**config.mk**
```make
export PLATFORM = sky130hd
export DESIGN_NAME = ahb_to_apb3_bridge_flat
export DESIGN_NICKNAME = d
export VERILOG_FILES = /design/src/rtl/ahb_to_apb3_bridge_if.sv /design/src/rtl/ahb_to_apb3_bridge.sv /design/src/flat_wrapper.sv
export SDC_FILE = /design/constraint.sdc
export NUM_CORES = 1
export LEC_CHECK = 0
export ABC_CLOCK_PERIOD_IN_PS = 2000
export CAP_MARGIN = 10
export CORE_UTILIZATION = 39
export DETAILED_ROUTE_END_ITERATION = 16
export GPL_TIMING_DRIVEN = 0
export HOLD_SLACK_MARGIN = 0.1
export PLACE_DENSITY_LB_ADDON = 0.12
export SYNTH_ARGS = -nofsm -noshare
export SYNTH_HDL_FRONTEND = slang
export SYNTH_SLANG_ARGS = --single-unit
```
**constraint.sdc**
```tcl
create_clock -name HCLK -period 2 [get_ports HCLK]
set_input_delay 0.2 -clock HCLK [delete_from_list [all_inputs] [get_ports HCLK]]
set_output_delay 0.2 -clock HCLK [all_outputs]
set_load 0.05 [all_outputs]
```
**src/rtl/ahb_to_apb3_bridge_if.sv**
```systemverilog
// Bus bundle between an AHB-Lite master and an APB3 peripheral, seen through the bridge.
// The slave modport is the bridge's view; the master modport is the surrounding system.
interface ahb_to_apb3_bridge_if #(
    parameter int unsigned ADDRWIDTH = 12
);
    // AHB-Lite side
    logic                 HSEL;
    logic [ADDRWIDTH-1:0] HADDR;
    logic [1:0]           HTRANS;
    logic [2:0]           HSIZE;
    logic                 HWRITE;
    logic                 HREADY;
    logic [31:0]          HWDATA;
    logic                 HREADYOUT;
    logic [31:0]          HRDATA;
    logic                 HRESP;
    // APB3 side
    logic                 PSEL;
    logic [ADDRWIDTH-1:0] PADDR;
    logic                 PENABLE;
    logic                 PWRITE;
    logic [31:0]          PWDATA;
    logic [31:0]          PRDATA;
    logic                 PREADY;
    logic                 PSLVERR;
    logic                 APBACTIVE;

    modport slave (
        input  HSEL, HADDR, HTRANS, HSIZE, HWRITE, HREADY, HWDATA,
        input  PRDATA, PREADY, PSLVERR,
        output HREADYOUT, HRDATA, HRESP,
        output PSEL, PADDR, PENABLE, PWRITE, PWDATA, APBACTIVE
    );

    modport master (
        output HSEL, HADDR, HTRANS, HSIZE, HWRITE, HREADY, HWDATA,
        output PRDATA, PREADY, PSLVERR,
        input  HREADYOUT, HRDATA, HRESP,
        input  PSEL, PADDR, PENABLE, PWRITE, PWDATA, APBACTIVE
    );
endinterface

```
**src/rtl/ahb_to_apb3_bridge.sv**
```systemverilog
// AHB-Lite slave to APB3 master bridge. Each accepted AHB transfer becomes one APB
// SETUP/ACCESS sequence; the AHB data phase is stretched until the APB slave completes.
module ahb_to_apb3_bridge #(
    parameter int unsigned ADDRWIDTH = 12
) (
    input logic                      HCLK,
    input logic                      HRESETn,
    ahb_to_apb3_bridge_if.slave      bus
);

    typedef enum logic [2:0] {
        StIdle,
        StLatch,
        StSetup,
        StAccess,
        StDone,
        StErr1,
        StErr2
    } state_e;

    state_e               state_q, state_d;
    logic [ADDRWIDTH-1:0] paddr_q, paddr_d;
    logic                 pwrite_q, pwrite_d;
    logic [31:0]          pwdata_q, pwdata_d;
    logic [31:0]          hrdata_q, hrdata_d;
    logic                 psel_q, psel_d;
    logic                 penable_q, penable_d;
    logic                 accept;

    // Size, transfer-type bit 0 and byte offset carry no meaning for 32-bit APB accesses.
    logic unused_inputs;
    assign unused_inputs = ^{bus.HSIZE, bus.HTRANS[0], bus.HADDR[1:0]};

    assign accept = bus.HSEL & bus.HTRANS[1] & bus.HREADY;

    // Next-state and datapath capture; PSEL/PENABLE are derived from the next state so they
    // come straight out of flops.
    always_comb begin
        state_d  = state_q;
        paddr_d  = paddr_q;
        pwrite_d = pwrite_q;
        pwdata_d = pwdata_q;
        hrdata_d = hrdata_q;
        unique case (state_q)
            StIdle, StDone, StErr2: begin
                if (accept) begin
                    state_d  = StLatch;
                    paddr_d  = {bus.HADDR[ADDRWIDTH-1:2], 2'b00};
                    pwrite_d = bus.HWRITE;
                end else begin
                    state_d = StIdle;
                end
            end
            StLatch: begin
                // HWDATA is only valid in the AHB data phase, one cycle after the accept.
                if (pwrite_q) begin
                    pwdata_d = bus.HWDATA;
                end
                state_d = StSetup;
            end
            StSetup: state_d = StAccess;
            StAccess: begin
                if (bus.PREADY) begin
                    if (bus.PSLVERR) begin
                        state_d = StErr1;
                    end else begin
                        if (!pwrite_q) begin
                            hrdata_d = bus.PRDATA;
                        end
                        state_d = StDone;
                    end
                end
            end
            StErr1:  state_d = StErr2;
            default: state_d = StIdle;
        endcase
        psel_d    = (state_d == StSetup) || (state_d == StAccess);
        penable_d = (state_d == StAccess);
    end

    // State and output registers; reset aborts any transfer immediately.
    always_ff @(posedge HCLK or negedge HRESETn) begin
        if (!HRESETn) begin
            state_q   <= StIdle;
            paddr_q   <= '0;
            pwrite_q  <= 1'b0;
            pwdata_q  <= '0;
            hrdata_q  <= '0;
            psel_q    <= 1'b0;
            penable_q <= 1'b0;
        end else begin
            state_q   <= state_d;
            paddr_q   <= paddr_d;
            pwrite_q  <= pwrite_d;
            pwdata_q  <= pwdata_d;
            hrdata_q  <= hrdata_d;
            psel_q    <= psel_d;
            penable_q <= penable_d;
        end
    end

    assign bus.HREADYOUT = !((state_q == StLatch) || (state_q == StSetup) ||
                             (state_q == StAccess) || (state_q == StErr1));
    assign bus.HRESP     = (state_q == StErr1) || (state_q == StErr2);
    assign bus.HRDATA    = hrdata_q;
    assign bus.PSEL      = psel_q;
    assign bus.PENABLE   = penable_q;
    assign bus.PADDR     = paddr_q;
    assign bus.PWRITE    = pwrite_q;
    assign bus.PWDATA    = pwdata_q;
    assign bus.APBACTIVE = (state_q == StLatch) || (state_q == StSetup) ||
                           (state_q == StAccess);

endmodule

```
**src/flat_wrapper.sv**
```systemverilog
// flat-port wrapper written by rule: the top's interface ports become plain ports
module ahb_to_apb3_bridge_flat 
#(
    parameter int unsigned ADDRWIDTH = 12
)
  (HCLK, HRESETn, bus_HSEL, bus_HADDR, bus_HTRANS, bus_HSIZE, bus_HWRITE, bus_HREADY, bus_HWDATA, bus_PRDATA, bus_PREADY, bus_PSLVERR, bus_HREADYOUT, bus_HRDATA, bus_HRESP, bus_PSEL, bus_PADDR, bus_PENABLE, bus_PWRITE, bus_PWDATA, bus_APBACTIVE);
  ahb_to_apb3_bridge_if #(.ADDRWIDTH(ADDRWIDTH)) bus_i ();
  input logic HCLK;
  input logic HRESETn;
  input wire logic [$bits(bus_i.HSEL)-1:0] bus_HSEL;
  input wire logic [$bits(bus_i.HADDR)-1:0] bus_HADDR;
  input wire logic [$bits(bus_i.HTRANS)-1:0] bus_HTRANS;
  input wire logic [$bits(bus_i.HSIZE)-1:0] bus_HSIZE;
  input wire logic [$bits(bus_i.HWRITE)-1:0] bus_HWRITE;
  input wire logic [$bits(bus_i.HREADY)-1:0] bus_HREADY;
  input wire logic [$bits(bus_i.HWDATA)-1:0] bus_HWDATA;
  input wire logic [$bits(bus_i.PRDATA)-1:0] bus_PRDATA;
  input wire logic [$bits(bus_i.PREADY)-1:0] bus_PREADY;
  input wire logic [$bits(bus_i.PSLVERR)-1:0] bus_PSLVERR;
  output wire logic [$bits(bus_i.HREADYOUT)-1:0] bus_HREADYOUT;
  output wire logic [$bits(bus_i.HRDATA)-1:0] bus_HRDATA;
  output wire logic [$bits(bus_i.HRESP)-1:0] bus_HRESP;
  output wire logic [$bits(bus_i.PSEL)-1:0] bus_PSEL;
  output wire logic [$bits(bus_i.PADDR)-1:0] bus_PADDR;
  output wire logic [$bits(bus_i.PENABLE)-1:0] bus_PENABLE;
  output wire logic [$bits(bus_i.PWRITE)-1:0] bus_PWRITE;
  output wire logic [$bits(bus_i.PWDATA)-1:0] bus_PWDATA;
  output wire logic [$bits(bus_i.APBACTIVE)-1:0] bus_APBACTIVE;
  assign bus_i.HSEL = bus_HSEL;
  assign bus_i.HADDR = bus_HADDR;
  assign bus_i.HTRANS = bus_HTRANS;
  assign bus_i.HSIZE = bus_HSIZE;
  assign bus_i.HWRITE = bus_HWRITE;
  assign bus_i.HREADY = bus_HREADY;
  assign bus_i.HWDATA = bus_HWDATA;
  assign bus_i.PRDATA = bus_PRDATA;
  assign bus_i.PREADY = bus_PREADY;
  assign bus_i.PSLVERR = bus_PSLVERR;
  assign bus_HREADYOUT = bus_i.HREADYOUT;
  assign bus_HRDATA = bus_i.HRDATA;
  assign bus_HRESP = bus_i.HRESP;
  assign bus_PSEL = bus_i.PSEL;
  assign bus_PADDR = bus_i.PADDR;
  assign bus_PENABLE = bus_i.PENABLE;
  assign bus_PWRITE = bus_i.PWRITE;
  assign bus_PWDATA = bus_i.PWDATA;
  assign bus_APBACTIVE = bus_i.APBACTIVE;
  ahb_to_apb3_bridge #(.ADDRWIDTH(ADDRWIDTH)) u_core (.HCLK(HCLK), .HRESETn(HRESETn), .bus(bus_i));
endmodule
```
==> results.md <==
* Status: finished, final reports clean
* Post-synthesis compound-gate area fraction at 0.0140
* Post-synthesis average cell area at between 15 and 20 µm²
* Clock Sinks at 80
* Hold Path Class: in -> async
* CP max-delay cell: dlygate4sd2_1
* Main combinational cell family by area after synthesis: multiplexers
* Drc violations at 0
* IO Pins at between 150 and 200
* Filler instances at around 620
* Post-Place Cell Area at roughly 5000 µm²
* H-tree levels at 3
* Worst-path clk slew at about 80 ps
* DR vias at 2,148
* Root Buffer: clkbuf_8
* Grt ovf at 0
* Share of the clock period used by the worst path at 0.951
* Simple-Gate Fraction of Synth Area at 0.0226
* Worst-Margin Slew at 544 ps
* Mux contribution to synthesized area at 0.298
* Ratio of cells with drive above 1 in the final layout at 0.281
* Initial antenna violation count at 0
* Slew Limit Headroom at 0.639
* Total power at ~10 mW
* Largest net degree at the start of global routing at 67
* Synth warnings at 0
* Leak at roughly 2.3 nW
* Min Tclk post-route at about 1900 ps
* CP Class: reg -> out
* Crit path cell chain: inv_1, a21oi_1, dlygate4sd2_1
* Die width at slightly above 90 µm
* Final Worst Setup Slack at ~98 ps
* Critical Path Start Type: flop
* Adder and majority cell fraction of the synthesized area at 0
* CTS tree: yes
* CP required at approximately 1800 ps
* Unrepaired setup endpoints after global routing: false
* Synthesized area at roughly 3200 µm²
* Post-route cell area at between 5000 and 6000 µm²
* Worst setup EP type: output port
* Area of the multi-input gates at ~1100 µm²
* Synth Register Bits at 80
* WL/cell at ~15 µm
* Worst skew pair latency at approximately 330 ps
* Vias in the first global route at between 2,000 and 2,500
* FMAX at between 500 and 600 MHz
* First-pass iteration count of the detailed router at 2
* Nets at 450
* Chip height at 92.7 µm
* Core Box Area at 7850 µm²
* Fin. max-slew vios at 0
* PD cells at ~2000 nW/µm²
* Placed Cells at roughly 450
* Routed vias/inst at ~4.6
* Drt total wl at about 7.2 mm
* Post-DRT Antenna Nets at 0
* Port bufs at ~160
* CP max FO at 6
* Area growth from synthesis to layout at 62.0%
* Crit-path max cell delay at about 570 ps
* First-pass GRT wire length at about 11 mm
* Post-place setup slack at around 22 ps
* Num rows at 32
* Final Hold Vio Count at 0
* Dpl hpwl at about 5.3 mm
* All-Layer GR Usage at 0.173
* Final Skew at roughly 11 ps
* Buf/Inv on CP at 2
* Synth Instances at ~190
* Initial Util at 0.409
* Min Hold Slack at ~260 ps
* Antenna diode count at 0
* Full die area at roughly 8600 µm²
* DR iter-0 viols at 43
* Total CTS buffers at 9
* Finish-stage setup viols at 0
* Clk buf depth at 2
* Xor/xnor share of the synthesized area at 0.00273
* Delay-heaviest family, CP: buffers and inverters
* Worst VDD drop at 0.00104 V
* Post-synthesis sequential area ratio at 0.624
* Critical Path AT at between 1500 and 2000 ps
* Gpl congestion at ~0.77
* Post-synth cell types at 23
* Cell Count, Final, Fillers Out at about 470
* Max Cap Viol at 0
* FF/Latch Area at approximately 2000 µm²
==> what timing repair did <==
| item | CTS | global route |
|---|---|---|
| hold buffers | 1 | 0 |
| cloned | 0 | 0 |
| resized for setup | 3 | 1 |
| endpoints found under the hold margin | 80 | 0 |
| endpoints found under the setup margin | 3 | 4 |
| buffers inserted | 0 | 0 |
==> stage by stage <==
stage | utilization | setup TNS, ps
3_5_place_dp | 0.634 | 0
6_report | 0.663 | 0
3_3_place_gp | 0.631 | -176000
5_1_grt | 0.663 | 0
4_1_cts | 0.662 | 0
2_1_floorplan | - | 0
==> synth_stat cells (all sizes together) <==
library cell   n  area [µm²]
nor2           2        7.51
a21oi          4        20.0
nand2b         1        6.26
a21o           1        7.51
o21ai          2        10.0
dfrtp         80        2000
o21a           1        7.51
nor2b          1        6.26
buf           10         114
or4            1        11.3
mux2          75         957
and2b          1        7.51
xor2           1        8.76
conb           1        3.75
and2           1        6.26
nand2          1        3.75
inv            2        7.51
nor4b          1        15.0
nand4b         1        8.76
==> registers in the layout, summed over array words and instances (netlist names) <==
name and cells:
u_core.bus.PWDATA 32, u_core.bus.HRDATA 32, u_core.bus.PENABLE 1, u_core.bus.PADDR 10
u_core.bus.PSEL 1, u_core.bus.PWRITE 1, u_core.state_q 3
==> placed cells by master, fill, tap and decap left out, types with 2 or more instances in the layout <==
cell / count
mux2_2: 45
buf_4: 6
mux2_4: 30
clkbuf_8: 12
dlygate4sd2_1: 3
clkdlybuf4s50_1: 157
conb_1: 2
buf_12: 3
a21oi_1: 4
inv_1: 2
dfrtp_1: 80
nor2_1: 2
o21ai_0: 2
==> worst paths after layout <==
path	startpoint	end	slack (ps)	cells after the start
max reg2reg	u_core.state_q[2]$_DFF_PN0_	u_core.bus.HRDATA[26]$_DFFE_PN0P_	150	5
min reg2reg	u_core.bus.HRDATA[6]$_DFFE_PN0P_	u_core.bus.HRDATA[6]$_DFFE_PN0P_	510	1
min in group HCLK	bus_HWDATA[26]	u_core.bus.PWDATA[26]$_DFFE_PN0P_	470	2
max in group asynchronous	HRESETn	u_core.bus.HRDATA[30]$_DFFE_PN0P_	1150	3
min	HRESETn	u_core.bus.PWDATA[30]$_DFFE_PN0P_	260	2
max	u_core.state_q[1]$_DFF_PN0_	bus_APBACTIVE	100	3
==> layout make-up <==
class                           instances  area share
Multi-Input combinational cell         96       0.212
Clock inverter                          2     0.00722
Sequential cell                        80       0.385
Inverter                                2     0.00144
Tap cell                              102      0.0245
Clock buffer                           13      0.0325
Timing Repair Buffer                  163       0.316
Buffer                                 10      0.0219
==> metal layers <==
metal / vias to the layer above / part of all wire / track usage
li1: 993 / - / -
met1: 1060 / 0.43 / 0.226
met2: 86 / 0.48 / 0.277
met3: 9 / 0.080 / 0.0509
met4: 0 / 0.013 / 0.0538
met5: - / 0 / 0
==> kinds of logic (layout without fill, tap and decap cells) <==
logic type / after synthesis / count (layout)
DFF: 80 / 80
muxes: 75 / 75
buffers and inverters: 12 / 190
and+or+nand+nor: 10 / 10
AOI/OAI and AO/OA: 8 / 8
other: 1 / 2
xor gates and xnor gates: 1 / 1
==> power by group <==
| part | internal [mW] | switching (mW) | total, mW |
|---|---|---|---|
| clock | 0.674 | 0.548 | 1.22 |
| sequential | 2.42 | 0.444 | 2.86 |
| combinational | 2.41 | 3.75 | 6.16 |
No activity file was read; power rests on OpenSTA's default activity.
